### src/rtl/adder_pkg.sv
// Shared definitions for the bit-serial datapath units.
package adder_pkg;

    // Handshake FSM encoding shared by the serial arithmetic blocks.
    typedef enum logic [1:0] {
        ST_IDLE = 2'd0,
        ST_RUN  = 2'd1,
        ST_DONE = 2'd2
    } adder_state_e;

    localparam int WIDTH_MIN = 2;
    localparam int WIDTH_MAX = 32;

endpackage

### src/rtl/bit_full_adder.sv
// Single-bit full adder cell; the only arithmetic element of the serial adder.
module bit_full_adder (
    input  logic inA,
    input  logic inB,
    input  logic cin,
    output logic sum,
    output logic cout
);

    assign sum  = inA ^ inB ^ cin;
    assign cout = (inA & inB) | (inA & cin) | (inB & cin);

endmodule

### src/rtl/serial_adder_n.sv
// Bit-serial adder/subtractor: one full-adder cell, LSB first, WIDTH cycles per result.
//
//   state   | meaning
//   IDLE    | waiting for start, last result (or reset zeros) on sum/cout/ovf
//   RUN     | one operand bit per cycle through the full adder
//   DONE    | result valid for one cycle; start here chains the next operation
module serial_adder_n
    import adder_pkg::*;
#(
    parameter int WIDTH = 8
) (
    input  logic             clk,
    input  logic             rst,
    input  logic             start,
    input  logic             sub,
    input  logic [WIDTH-1:0] a,
    input  logic [WIDTH-1:0] b,
    input  logic             cin,
    output logic             busy,
    output logic             done,
    output logic [WIDTH-1:0] sum,
    output logic             cout,
    output logic             ovf
);

    localparam int CW = $clog2(WIDTH);
    localparam logic [CW-1:0] LAST_BIT = CW'(WIDTH - 1);

    if (WIDTH < WIDTH_MIN || WIDTH > WIDTH_MAX) begin : g_bad_width
        $error("serial_adder_n: WIDTH out of supported range");
    end

    adder_state_e   state_q, state_d;
    logic [CW-1:0]  cnt_q, cnt_d;
    logic [WIDTH-1:0] a_q, a_d;
    logic [WIDTH-1:0] b_q, b_d;
    logic [WIDTH-1:0] sh_q, sh_d;
    logic           carry_q, carry_d;
    logic [WIDTH-1:0] sum_q, sum_d;
    logic           cout_q, cout_d;
    logic           ovf_q, ovf_d;

    logic           fa_s;
    logic           fa_co;

    bit_full_adder u_fa (
        .inA  (a_q[0]),
        .inB  (b_q[0]),
        .cin  (carry_q),
        .sum  (fa_s),
        .cout (fa_co)
    );

    // Next-state, operand shifting and result capture.
    always_comb begin
        state_d = state_q;
        cnt_d   = cnt_q;
        a_d     = a_q;
        b_d     = b_q;
        sh_d    = sh_q;
        carry_d = carry_q;
        sum_d   = sum_q;
        cout_d  = cout_q;
        ovf_d   = ovf_q;

        case (state_q)
            ST_IDLE, ST_DONE: begin
                if (start) begin
                    state_d = ST_RUN;
                    a_d     = a;
                    // Subtraction is a + ~b + 1: invert B and seed the carry with 1.
                    b_d     = sub ? ~b : b;
                    carry_d = sub ? 1'b1 : cin;
                    cnt_d   = '0;
                    sh_d    = '0;
                end else begin
                    state_d = ST_IDLE;
                end
            end
            ST_RUN: begin
                sh_d    = {fa_s, sh_q[WIDTH-1:1]};
                a_d     = a_q >> 1;
                b_d     = b_q >> 1;
                carry_d = fa_co;
                if (cnt_q == LAST_BIT) begin
                    // On the MSB cycle carry_q is the carry into the MSB.
                    state_d = ST_DONE;
                    sum_d   = {fa_s, sh_q[WIDTH-1:1]};
                    cout_d  = fa_co;
                    ovf_d   = carry_q ^ fa_co;
                end else begin
                    cnt_d = cnt_q + 1'b1;
                end
            end
            default: state_d = ST_IDLE;
        endcase
    end

    // State and datapath registers; reset discards any partial result.
    always_ff @(posedge clk or posedge rst) begin
        if (rst) begin
            state_q <= ST_IDLE;
            cnt_q   <= '0;
            a_q     <= '0;
            b_q     <= '0;
            sh_q    <= '0;
            carry_q <= 1'b0;
            sum_q   <= '0;
            cout_q  <= 1'b0;
            ovf_q   <= 1'b0;
        end else begin
            state_q <= state_d;
            cnt_q   <= cnt_d;
            a_q     <= a_d;
            b_q     <= b_d;
            sh_q    <= sh_d;
            carry_q <= carry_d;
            sum_q   <= sum_d;
            cout_q  <= cout_d;
            ovf_q   <= ovf_d;
        end
    end

    assign busy = (state_q == ST_RUN);
    assign done = (state_q == ST_DONE);
    assign sum  = sum_q;
    assign cout = cout_q;
    assign ovf  = ovf_q;

endmodule
### config.mk
export PLATFORM = sky130hd
export DESIGN_NAME = serial_adder_n
export DESIGN_NICKNAME = d
export VERILOG_FILES = /design/src/rtl/adder_pkg.sv /design/src/rtl/bit_full_adder.sv /design/src/rtl/serial_adder_n.sv
export SDC_FILE = /design/constraint.sdc
export NUM_CORES = 1
export LEC_CHECK = 0
export ABC_CLOCK_PERIOD_IN_PS = 1800
export BUFFER_PORTS_ARGS = -buffer_cell sky130_fd_sc_hd__buf_2
export CORE_MARGIN = 3
export CORE_UTILIZATION = 53
export CTS_CLUSTER_SIZE = 28
export DETAILED_ROUTE_END_ITERATION = 8
export GPL_ROUTABILITY_DRIVEN = 0
export PLACE_DENSITY = 0.77
export REMOVE_ABC_BUFFERS = 1
export SLEW_MARGIN = 25
export SYNTH_ARGS = -nofsm -noshare
export SYNTH_HDL_FRONTEND = slang
export SYNTH_SLANG_ARGS = --single-unit
export TNS_END_PERCENT = 50
### constraint.sdc
create_clock -name clk -period 1.8 [get_ports clk]
set_input_delay 0.09 -clock clk [delete_from_list [all_inputs] [get_ports clk]]
set_output_delay 0.09 -clock clk [all_outputs]
set_load 0.005 [all_outputs]
==> results of run 1 <==
-- state kept, by name, indices dropped and copies added (netlist names) --
register	flops
ovf	1
cout	1
state_q	2
sum	8
b_q	8
carry_q	1
sh_q	7
cnt_q	3
a_q	8
-- worst min-delay path by stage --
stage / from / cells past startpoint / to
after global routing: a[4] / 3 / a_q[4]
after floorplan: a[7] / 1 / a_q[7]
final: a[5] / 3 / a_q[5]
after global placement: rst / 3 / sum[4]
after detailed placement: rst / 3 / sum[3]
after CTS: a[5] / 3 / a_q[5]
-- cell type report --
| class | instances | share of cell area [%] |
|---|---|---|
| sequential | 39 | 50.26 |
| inverter | 4 | 0.7732 |
| clock inverter | 2 | 0.6443 |
| clock buffer | 6 | 2.126 |
| tap | 42 | 2.706 |
| timing repair buffer | 38 | 10.82 |
| multi-input combinational | 77 | 32.67 |
-- report_power, final --
group          leakage, nW  total, mW  switching, mW  internal (mW)
Combinational        0.478       1.21          0.555          0.656
Clock               0.0282      0.427          0.276          0.151
Sequential           0.495       1.51          0.244           1.26
-- layout by cell type, fill, tap and decap left out, types with 2 or more instances in the layout --
master,netlist,final
nor2_1,9,9
mux2_2,9,9
buf_2,6,32
dlygate4sd3_1,0,2
dfrtp_1,39,39
buf_4,1,4
a221o_1,8,8
clkbuf_4,0,5
ha_1,2,2
o21ai_0,4,4
nor2b_1,2,2
a22o_1,16,16
nand2_1,2,2
nand3_1,3,3
a21o_1,7,7
xnor2_1,8,8
inv_1,4,4
-- stage by stage --
step	total power, mW	instance area (sq um)	instances
global placement	2.665	1868	198
floorplan	2.350	1625	120
CTS	3.176	1942	208
finish	3.145	1942	208
detailed placement	2.747	1868	198
global route	3.397	1942	208
-- layer usage --
metal / GRT usage (%) / wire length (microns) / vias to the layer above
met5: 0 / 0 / -
met4: 6.612 / 36 / 0
met3: 4.676 / 141 / 5
met2: 26.36 / 1375 / 28
met1: 19.24 / 1281 / 532
li1: - / - / 535
-- kinds of logic after synthesis --
group                    count (synthesis)  share of synthesized area [%]
buffers and inverters                   14                          4.666
XOR/XNOR                                 9                          4.667
adder cells (fa/ha/maj)                  3                          2.666
flip-flops                              39                          57.78
AND/OR/NAND/NOR                         21                          6.889
AO/OA/AOI/OAI                           35                          17.33
multiplexers                             9                          6.000
-- worst register-to-register path: stages, from the launching register on --
cell and delay [ns]:
dfrtp_1 0.43, ha_1 0.21, ha_1 0.19, or3b_1 0.45
nand3_1 0.13, o21ai_0 0.10
-- repair_timing --
action	4_1_cts	5_1_grt
hold buffers	2	0
hold endpoints to repair	40	0
setup endpoints to repair	0	0
setup buffers	0	0
gates resized for setup	0	0
-- cell usage after synthesis (all sizes together) --
| library cell | count | area share (%) |
|---|---|---|
| a221o | 8 | 4.7 |
| nand2b | 1 | 0.37 |
| fa | 1 | 1.2 |
| o21ai | 4 | 1.2 |
| clkbuf | 1 | 0.22 |
| nor2 | 10 | 2.7 |
| dfrtp | 39 | 58 |
| nand3 | 3 | 0.89 |
| mux2 | 9 | 6.0 |
| nand3b | 1 | 0.44 |
| ha | 2 | 1.5 |
| or3b | 1 | 0.52 |
| nand2 | 2 | 0.44 |
| a22o | 16 | 8.3 |
| nor2b | 3 | 1.6 |
| inv | 4 | 0.89 |
| buf | 9 | 3.6 |
| xnor2 | 8 | 4.1 |
| xor2 | 1 | 0.52 |
| a21o | 7 | 3.1 |
==> results.txt, run 1 <==
CTS H-tree lvls -> 2
Actual slew at the worst max-slew pin -> 0.5198 ns
Critical Path Source Type -> register
Post-synthesis sequential area ratio -> 57.78%
Clk_lat worst skew -> 0.34 ns
Antenna Nets Post-Route -> 0
Worst reg2reg path startpoint -> cnt_q[0]
R2r setup slk -> 0.19 ns
Worst slack at placement -> 0.2093 ns
Period utilization -> 89.33%
CTS Sinks -> 39
Final Util -> 66.95%
TritonRoute pass-1 iters -> 4
FF-to-FF End -> cnt_q[2]
Hold Fails Final Rpt -> 0
First-pass GRT wire length -> 4940 microns
Dpl hpwl -> 1984 microns
Die Ht -> 62.46 microns
Remaining Overflow, GRT -> 0
Vias in the first global route -> 1141
Initial Utilization -> 58.24%
Largest net degree at the start of global routing -> 40
CP bufs+invs -> 0
Share of cells above drive strength 1 -> 32.53%
Slowest cell on crit path -> or3b_1
Setup ws final -> 0.1921 ns
Worst clock skew -> 0.01082 ns
CP Max Fanout -> 7
Cell mode on critical path -> ha_1
Worst VDD drop -> 0.9851 mV
Syn avg cell area -> 12.99 sq um
Unique cell type count in the Yosys netlist -> 24
P&R area growth vs syn -> 14.96%
CTS tree -> done
DRC viols -> 0
PortBufs -> 32
Core box area -> 0.002900 sq mm
Drt initial violations -> 42
Setup crit end kind -> register
CP endpoint -> cnt_q[2]
Critical path class -> register to register
Site Rows -> 19
Crit path depth -> 5
CP max stage delay -> 0.45 ns
CTS Buf Count -> 5
Drt via density -> 5.288
LEAKAGE -> 1.002 nW
Die width -> 62.46 microns
Die ar. -> 0.003901 sq mm
Synth Register Bits -> 39
Status -> completed
Worst Hold Class -> input pin to register
Wire per inst -> 13.63 microns
Final #Nets -> 189
Worst Setup SP -> cnt_q[0]
Area of the multi-input gates -> 634.4 sq um
Setup TNS -> 0 ns
Post-Syn Area -> 0.001689 sq mm
Critical path's top delay family -> simple AND/OR/NAND/NOR gates
RSZ-0062 raised after global routing -> no
R2R depth -> 5
# IOs -> 33
# fillers -> 250
Via Count -> 1100
Hold Slack -> 0.04313 ns
Max frequency -> 621.9 MHz
Diodes inserted -> 0
Total GRT Usage -> 15.86%
Initial antenna violation count -> 0
Warnings, synthesis -> 0
Final setup viols -> 0
Cell Pwr Density -> 1620 mW/mm^2
CTS root buffer -> clkbuf_4
Reg clk slew, reported paths -> 0.12 ns
CP Cell Sequence -> ha_1 > ha_1 > or3b_1 > nand3_1 > o21ai_0
Crit path arrival time -> 1.83 ns
Max Cap Viol -> 0
Cells after Synth -> 130
Final Max Slew Viols -> 0
Fin crit period -> 1.608 ns
CTS max path bufs -> 2
Critical path data required time -> 2.03 ns
Relative slew slack -> 65.27%
FF/Latch Area -> 975.9 sq um
Total Wirelength -> 2834 microns
Power figures use the tool's default switching activity.
==> run 2, diff against run 1 <==
GPL_TIMING_DRIVEN = 0   (was default)
==> run 2 against run 1 <==
Critical path depth unchanged. Die area stayed put. Sequential cell count did not move. Utilization rose by 1.9 points. Hold slack worse by 0.017 ns. Sequential share of layout area is 1.4 points lower. First-iteration DRC count increased by 9.5%. Combinational power is essentially flat. Critical endpoint is now cnt_q[0]. Largest cell class unchanged.
==> results.txt, run 2 (synthesized netlist as in run 1, its figures left out) <==
Site Rows -> 19 (unchanged)
Total Wirelength -> 3049 microns (was 2834 microns)
Wire per inst -> 14.66 microns (was 13.63 microns)
Fin crit period -> 1.596 ns (was 1.608 ns)
Setup crit end kind -> register (unchanged)
CTS H-tree lvls -> 2 (unchanged)
Critical Path Source Type -> register (unchanged)
Die ar. -> 0.003901 sq mm (unchanged)
Worst Hold Class -> input pin to register (unchanged)
Worst slack at placement -> 0.03561 ns (was 0.2093 ns)
Commonest cells after routing, fill and taps aside -> dfrtp_1, buf_2, a22o_1 (unchanged)
CTS Buf Count -> 5 (unchanged)
Die width -> 62.46 microns (unchanged)
P&R area growth vs syn -> 18.22% (was 14.96%)
Share of cells above drive strength 1 -> 34.34% (was 32.53%)
Largest net degree at the start of global routing -> 40 (unchanged)
Core box area -> 0.002900 sq mm (unchanged)
CTS max path bufs -> 2 (unchanged)
DRC viols -> 0 (unchanged)
Reg clk slew, reported paths -> 0.12 ns (about the same)
Worst VDD drop -> 0.8771 mV (was 0.9851 mV)
Final Util -> 68.85% (was 66.95%)
CTS Sinks -> 39 (unchanged)
Antenna Nets Post-Route -> 0 (unchanged)
PortBufs -> 32 (unchanged)
Max Cap Viol -> 0 (unchanged)
Relative slew slack -> 47.20% (was 65.27%)
Crit path arrival time -> 1.82 ns (was 1.83 ns)
R2r setup slk -> 0.20 ns (was 0.19 ns)
Hold Fails Final Rpt -> 0 (unchanged)
CP max stage delay -> 0.44 ns (was 0.45 ns)
Slowest cell on crit path -> or3b_1 (unchanged)
Max frequency -> 626.7 MHz (was 621.9 MHz)
Clk_lat worst skew -> 0.35 ns (was 0.34 ns)
First-pass GRT wire length -> 5085 microns (was 4940 microns)
CP Cell Sequence -> ha_1 > ha_1 > or3b_1 > nand3_1 > o21ai_0 (unchanged)
Final Cell Area -> 0.001997 sq mm (was 0.001942 sq mm)
Status -> completed (unchanged)
Initial Utilization -> 58.24% (unchanged)
# fillers -> 222 (was 250)
Setup ws final -> 0.2043 ns (was 0.1921 ns)
Cell mode on critical path -> ha_1 (unchanged)
CTS tree -> done (unchanged)
Commonest non-fill, non-tap cell in the layout -> dfrtp_1 (unchanged)
Actual slew at the worst max-slew pin -> 0.7909 ns (was 0.5198 ns)
Vias in the first global route -> 1122 (was 1141)
Critical path class -> register to register (unchanged)
LEAKAGE -> 1.022 nW (was 1.002 nW)
CTS root buffer -> clkbuf_4 (unchanged)
Final Max Slew Viols -> 0 (unchanged)
Setup TNS -> 0 ns (unchanged)
# IOs -> 33 (unchanged)
Post-place instance area -> 0.001838 sq mm (was 0.001868 sq mm)
CP Max Fanout -> 7 (unchanged)
Period utilization -> 88.65% (was 89.33%)
TritonRoute pass-1 iters -> 4 (unchanged)
Diodes inserted -> 0 (unchanged)
Drt via density -> 5.486 (was 5.288)
Total Power -> 3.463 mW (was 3.145 mW)
Drt initial violations -> 46 (was 42)
Remaining Overflow, GRT -> 0 (unchanged)
Final setup viols -> 0 (unchanged)
Initial antenna violation count -> 0 (unchanged)
Dpl hpwl -> 2015 microns (was 1984 microns)
Final #Nets -> 189 (unchanged)
Critical path data required time -> 2.02 ns (was 2.03 ns)
Total GRT Usage -> 16.62% (was 15.86%)
Cell Pwr Density -> 1734 mW/mm^2 (was 1620 mW/mm^2)
Die Ht -> 62.46 microns (unchanged)
RSZ-0062 raised after global routing -> no (unchanged)
Worst clock skew -> 0.01138 ns (was 0.01082 ns)
Via Count -> 1141 (was 1100)
==> run 2: cell count changes in the layout (fill, tap and decap cells not counted), sizes merged <==
| cell | previous run | this run |
|---|---|---|
| buf | 36 | 35 |
| bufinv | 0 | 2 |
| clkbuf | 6 | 5 |
| clkinv | 1 | 0 |
| nor2b | 3 | 4 |
==> run 2: final cells by class <==
class	count	area, sq um	area share (%)
multi-input cells	78	645.6	32.33
inverters	4	15.01	0.7519
clock inverters	3	67.56	3.383
well taps	42	52.55	2.632
repair buffers	37	202.7	10.15
clock buffers	5	37.54	1.880
flip-flops and latches	39	975.9	48.87
==> run 2: report_power, final <==
group          switching [mW]  leakage (nW)  internal (mW)
clock network           0.288        0.0514          0.432
registers               0.257         0.495           1.26
logic                   0.569         0.476          0.653
total                    1.11          1.02           2.35
==> run 2: path summary, 6_finish.rpt <==
kind / start / end / depth (start not counted)
min in group asynchronous: rst / sum[3] / 3
min: a[5] / a_q[5] / 3
max reg2reg: cnt_q[0] / cnt_q[0] / 5
max in group asynchronous: rst / b_q[1] / 3
max: cnt_q[0] / cnt_q[0] / 5
min reg2reg: a_q[5] / a_q[5] / 1
==> run 2: layer usage <==
layer  vias up  global-route usage (%)  share of wire, %
met5         -                       0                 0
met4         0                   7.438               2.1
met3         9                   3.957               4.6
met2        39                   27.83                51
met1       558                   20.41                42
li1        535                       -                 -
==> run 2: critical path, delay by kind of cell, from the launching register on <==
kind	cells	cell delay, ns
AOI/OAI and AO/OA	1	0.11
adders and majority gates	2	0.40
DFF	1	0.41
and+or+nand+nor	2	0.56
==> run 2: what timing repair did <==
action | in CTS | in global routing
gates resized for setup | 0 | 1
setup buffers | 0 | 3
hold buffers | 2 | 0
endpoints found under the setup margin | 0 | 24
hold endpoints to repair | 40 | 0
==> run 2: stage by stage <==
step / std cells / hold slack (ns)
finish: 208 / 0.02585
global route: 208 / 0.01901
CTS: 204 / 0.02560
detailed placement: 194 / 0.2797
global placement: 194 / 0.3192
floorplan: 120 / 0.2299
==> run 3, diff against run 2 <==
ABC_CLOCK_PERIOD_IN_PS = 1900   (was 1800)
CORE_UTILIZATION = 55   (was 53)
PLACE_DENSITY = 0.8   (was 0.77)
clock period = 1.9 ns   (was 1.8 ns; I/O delays follow)
==> run 3 against run 2 <==
Combinational power decreased by 8%. Sequential share of layout area rose by 2.8 points. Clock skew about the same. Die area shrank 3.3%. Largest power group unchanged. Utilization shrank 2.1 points. Maximum frequency decreased by 7.8%. Non-clock buffer count decreased by 3. Sequential cell count unchanged.
==> results.txt, run 3 (synthesized netlist as in run 1, its figures left out) <==
Largest net degree at the start of global routing -> 40 (unchanged)
CTS Buf Count -> 5 (unchanged)
Core box area -> 0.002829 sq mm (was 0.002900 sq mm)
CP Cell Sequence -> ha_1 > ha_1 > nand3b_1 > mux2_2 (was ha_1 > ha_1 > or3b_1 > nand3_1 > o21ai_0)
R2r setup slk -> 0.17 ns (was 0.20 ns)
Final Util -> 66.74% (was 68.85%)
Worst VDD drop -> 0.6723 mV (was 0.8771 mV)
R2R depth -> 4 (was 5)
LEAKAGE -> 0.9785 nW (was 1.022 nW)
Total Power -> 2.926 mW (was 3.463 mW)
Diodes inserted -> 0 (unchanged)
Final Max Slew Viols -> 0 (unchanged)
Hold Fails Final Rpt -> 0 (unchanged)
Crit path arrival time -> 1.96 ns (was 1.82 ns)
Slowest cell on crit path -> dfrtp_1 (was or3b_1)
Critical path class -> register to register (unchanged)
Vias in the first global route -> 1069 (was 1122)
Post-place instance area -> 0.001824 sq mm (was 0.001838 sq mm)
Worst slack at placement -> 0.05964 ns (was 0.03561 ns)
# IOs -> 33 (unchanged)
CTS H-tree lvls -> 2 (unchanged)
CP max stage delay -> 0.42 ns (was 0.44 ns)
Final setup viols -> 0 (unchanged)
Total Wirelength -> 2840 microns (was 3049 microns)
CTS max path bufs -> 2 (unchanged)
Hold Path Stages -> 3 (unchanged)
Die width -> 61.42 microns (was 62.46 microns)
CP Max Fanout -> 12 (was 7)
Worst Hold Class -> input pin to register (unchanged)
Initial Utilization -> 59.71% (was 58.24%)
Worst clock skew -> 0.01147 ns (was 0.01138 ns)
Setup crit end kind -> register (unchanged)
P&R area growth vs syn -> 11.78% (was 18.22%)
Max Cap Viol -> 0 (unchanged)
Setup TNS -> 0 ns (unchanged)
Commonest cells after routing, fill and taps aside -> dfrtp_1, buf_2, a22o_1 (unchanged)
Die ar. -> 0.003772 sq mm (was 0.003901 sq mm)
Initial antenna violation count -> 0 (unchanged)
Worst reg2reg path startpoint -> cnt_q[0] (unchanged)
Relative slew slack -> 47.62% (was 47.20%)
Final #Nets -> 185 (was 189)
Dpl hpwl -> 2000 microns (was 2015 microns)
Cell mode on critical path -> ha_1 (unchanged)
Final Cell Area -> 0.001888 sq mm (was 0.001997 sq mm)
Antenna Nets Post-Route -> 0 (unchanged)
Remaining Overflow, GRT -> 0 (unchanged)
Site Rows -> 19 (unchanged)
Non-Filler Instances -> 191 (was 208)
Reg clk slew, reported paths -> 0.11 ns (was 0.12 ns)
PortBufs -> 32 (unchanged)
DRC viols -> 0 (unchanged)
Wire per inst -> 14.87 microns (was 14.66 microns)
Period utilization -> 91.13% (was 88.65%)
Fin crit period -> 1.731 ns (was 1.596 ns)
Actual slew at the worst max-slew pin -> 0.7846 ns (was 0.7909 ns)
Cell Pwr Density -> 1549 mW/mm^2 (was 1734 mW/mm^2)
Share of cells above drive strength 1 -> 31.25% (was 34.34%)
Drt initial violations -> 28 (was 46)
Die Ht -> 61.42 microns (was 62.46 microns)
CTS root buffer -> clkbuf_4 (unchanged)
First-pass GRT wire length -> 4857 microns (was 5085 microns)
Hold Slack -> 0.05170 ns (was 0.02585 ns)
Critical Path Source Type -> register (unchanged)
Commonest non-fill, non-tap cell in the layout -> dfrtp_1 (unchanged)
CTS Sinks -> 39 (unchanged)
Max frequency -> 577.5 MHz (was 626.7 MHz)
FF-to-FF End -> sum[0] (was cnt_q[0])
Min-delay src -> a[2] (was a[5])
Via Count -> 1125 (was 1141)
Critical path data required time -> 2.12 ns (was 2.02 ns)
Total GRT Usage -> 18.15% (was 16.62%)
RSZ-0062 raised after global routing -> no (unchanged)
TritonRoute pass-1 iters -> 4 (unchanged)
Status -> completed (unchanged)
Setup ws final -> 0.1685 ns (was 0.2043 ns)
CTS tree -> done (unchanged)
Dpl cells -> 183 (was 194)
Clk_lat worst skew -> 0.33 ns (was 0.35 ns)
# fillers -> 227 (was 222)
Hold EP -> a_q[2] (was a_q[5])
Drt via density -> 5.890 (was 5.486)
## run 3: timing repair
action | CTS | global route
setup endpoints to repair | 0 | 8
resized for setup | 0 | 1
setup buffers | 0 | 0
hold buffers | 2 | 0
hold endpoints to repair | 40 | 0
## run 3: how the worst max path moves through the flow
stage | from | to | slack, ns | cells past startpoint
finish | cnt_q[0] | sum[0] | 0.17 | 4
global placement | state_q[0] | b_q[4] | 0.11 | 3
global route | cnt_q[0] | sum[5] | 0.05 | 4
detailed placement | state_q[0] | b_q[4] | 0.06 | 3
CTS | state_q[0] | carry_q | 0.07 | 3
floorplan | cnt_q[0] | cout | 0.35 | 4
## run 3: power by group
part           internal, mW  switching [mW]  leakage [nW]
logic                 0.597           0.526         0.460
clock network         0.132           0.241        0.0242
registers              1.20           0.232         0.495
total                  1.93           0.999         0.979
## run 3: per-layer routing
layer | track usage [%] | wire length [microns] | vias to the layer above | share of wire (%)
li1 | - | - | 530 | -
met4 | 6.364 | 41 | 0 | 1.4
met3 | 6.918 | 182 | 5 | 6.4
met5 | 0 | 0 | - | 0
met1 | 23.88 | 1266 | 553 | 45
met2 | 27.64 | 1349 | 37 | 48
## run 3: layout make-up
type                    count  area (sq um)  area share, %
flip-flops and latches     39         975.9          51.69
repair buffers             34         180.2          9.543
multi-input cells          77         636.9          33.73
inverters                   4         15.01         0.7952
well taps                  31         38.79          2.054
clock buffers               6         41.29          2.187
## run 3: worst max-delay path, delay by kind of cell (launching register included)
family | cells | cell delay [ns]
adders and majority gates | 2 | 0.38
DFF | 1 | 0.42
muxes | 1 | 0.40
and+or+nand+nor | 1 | 0.41
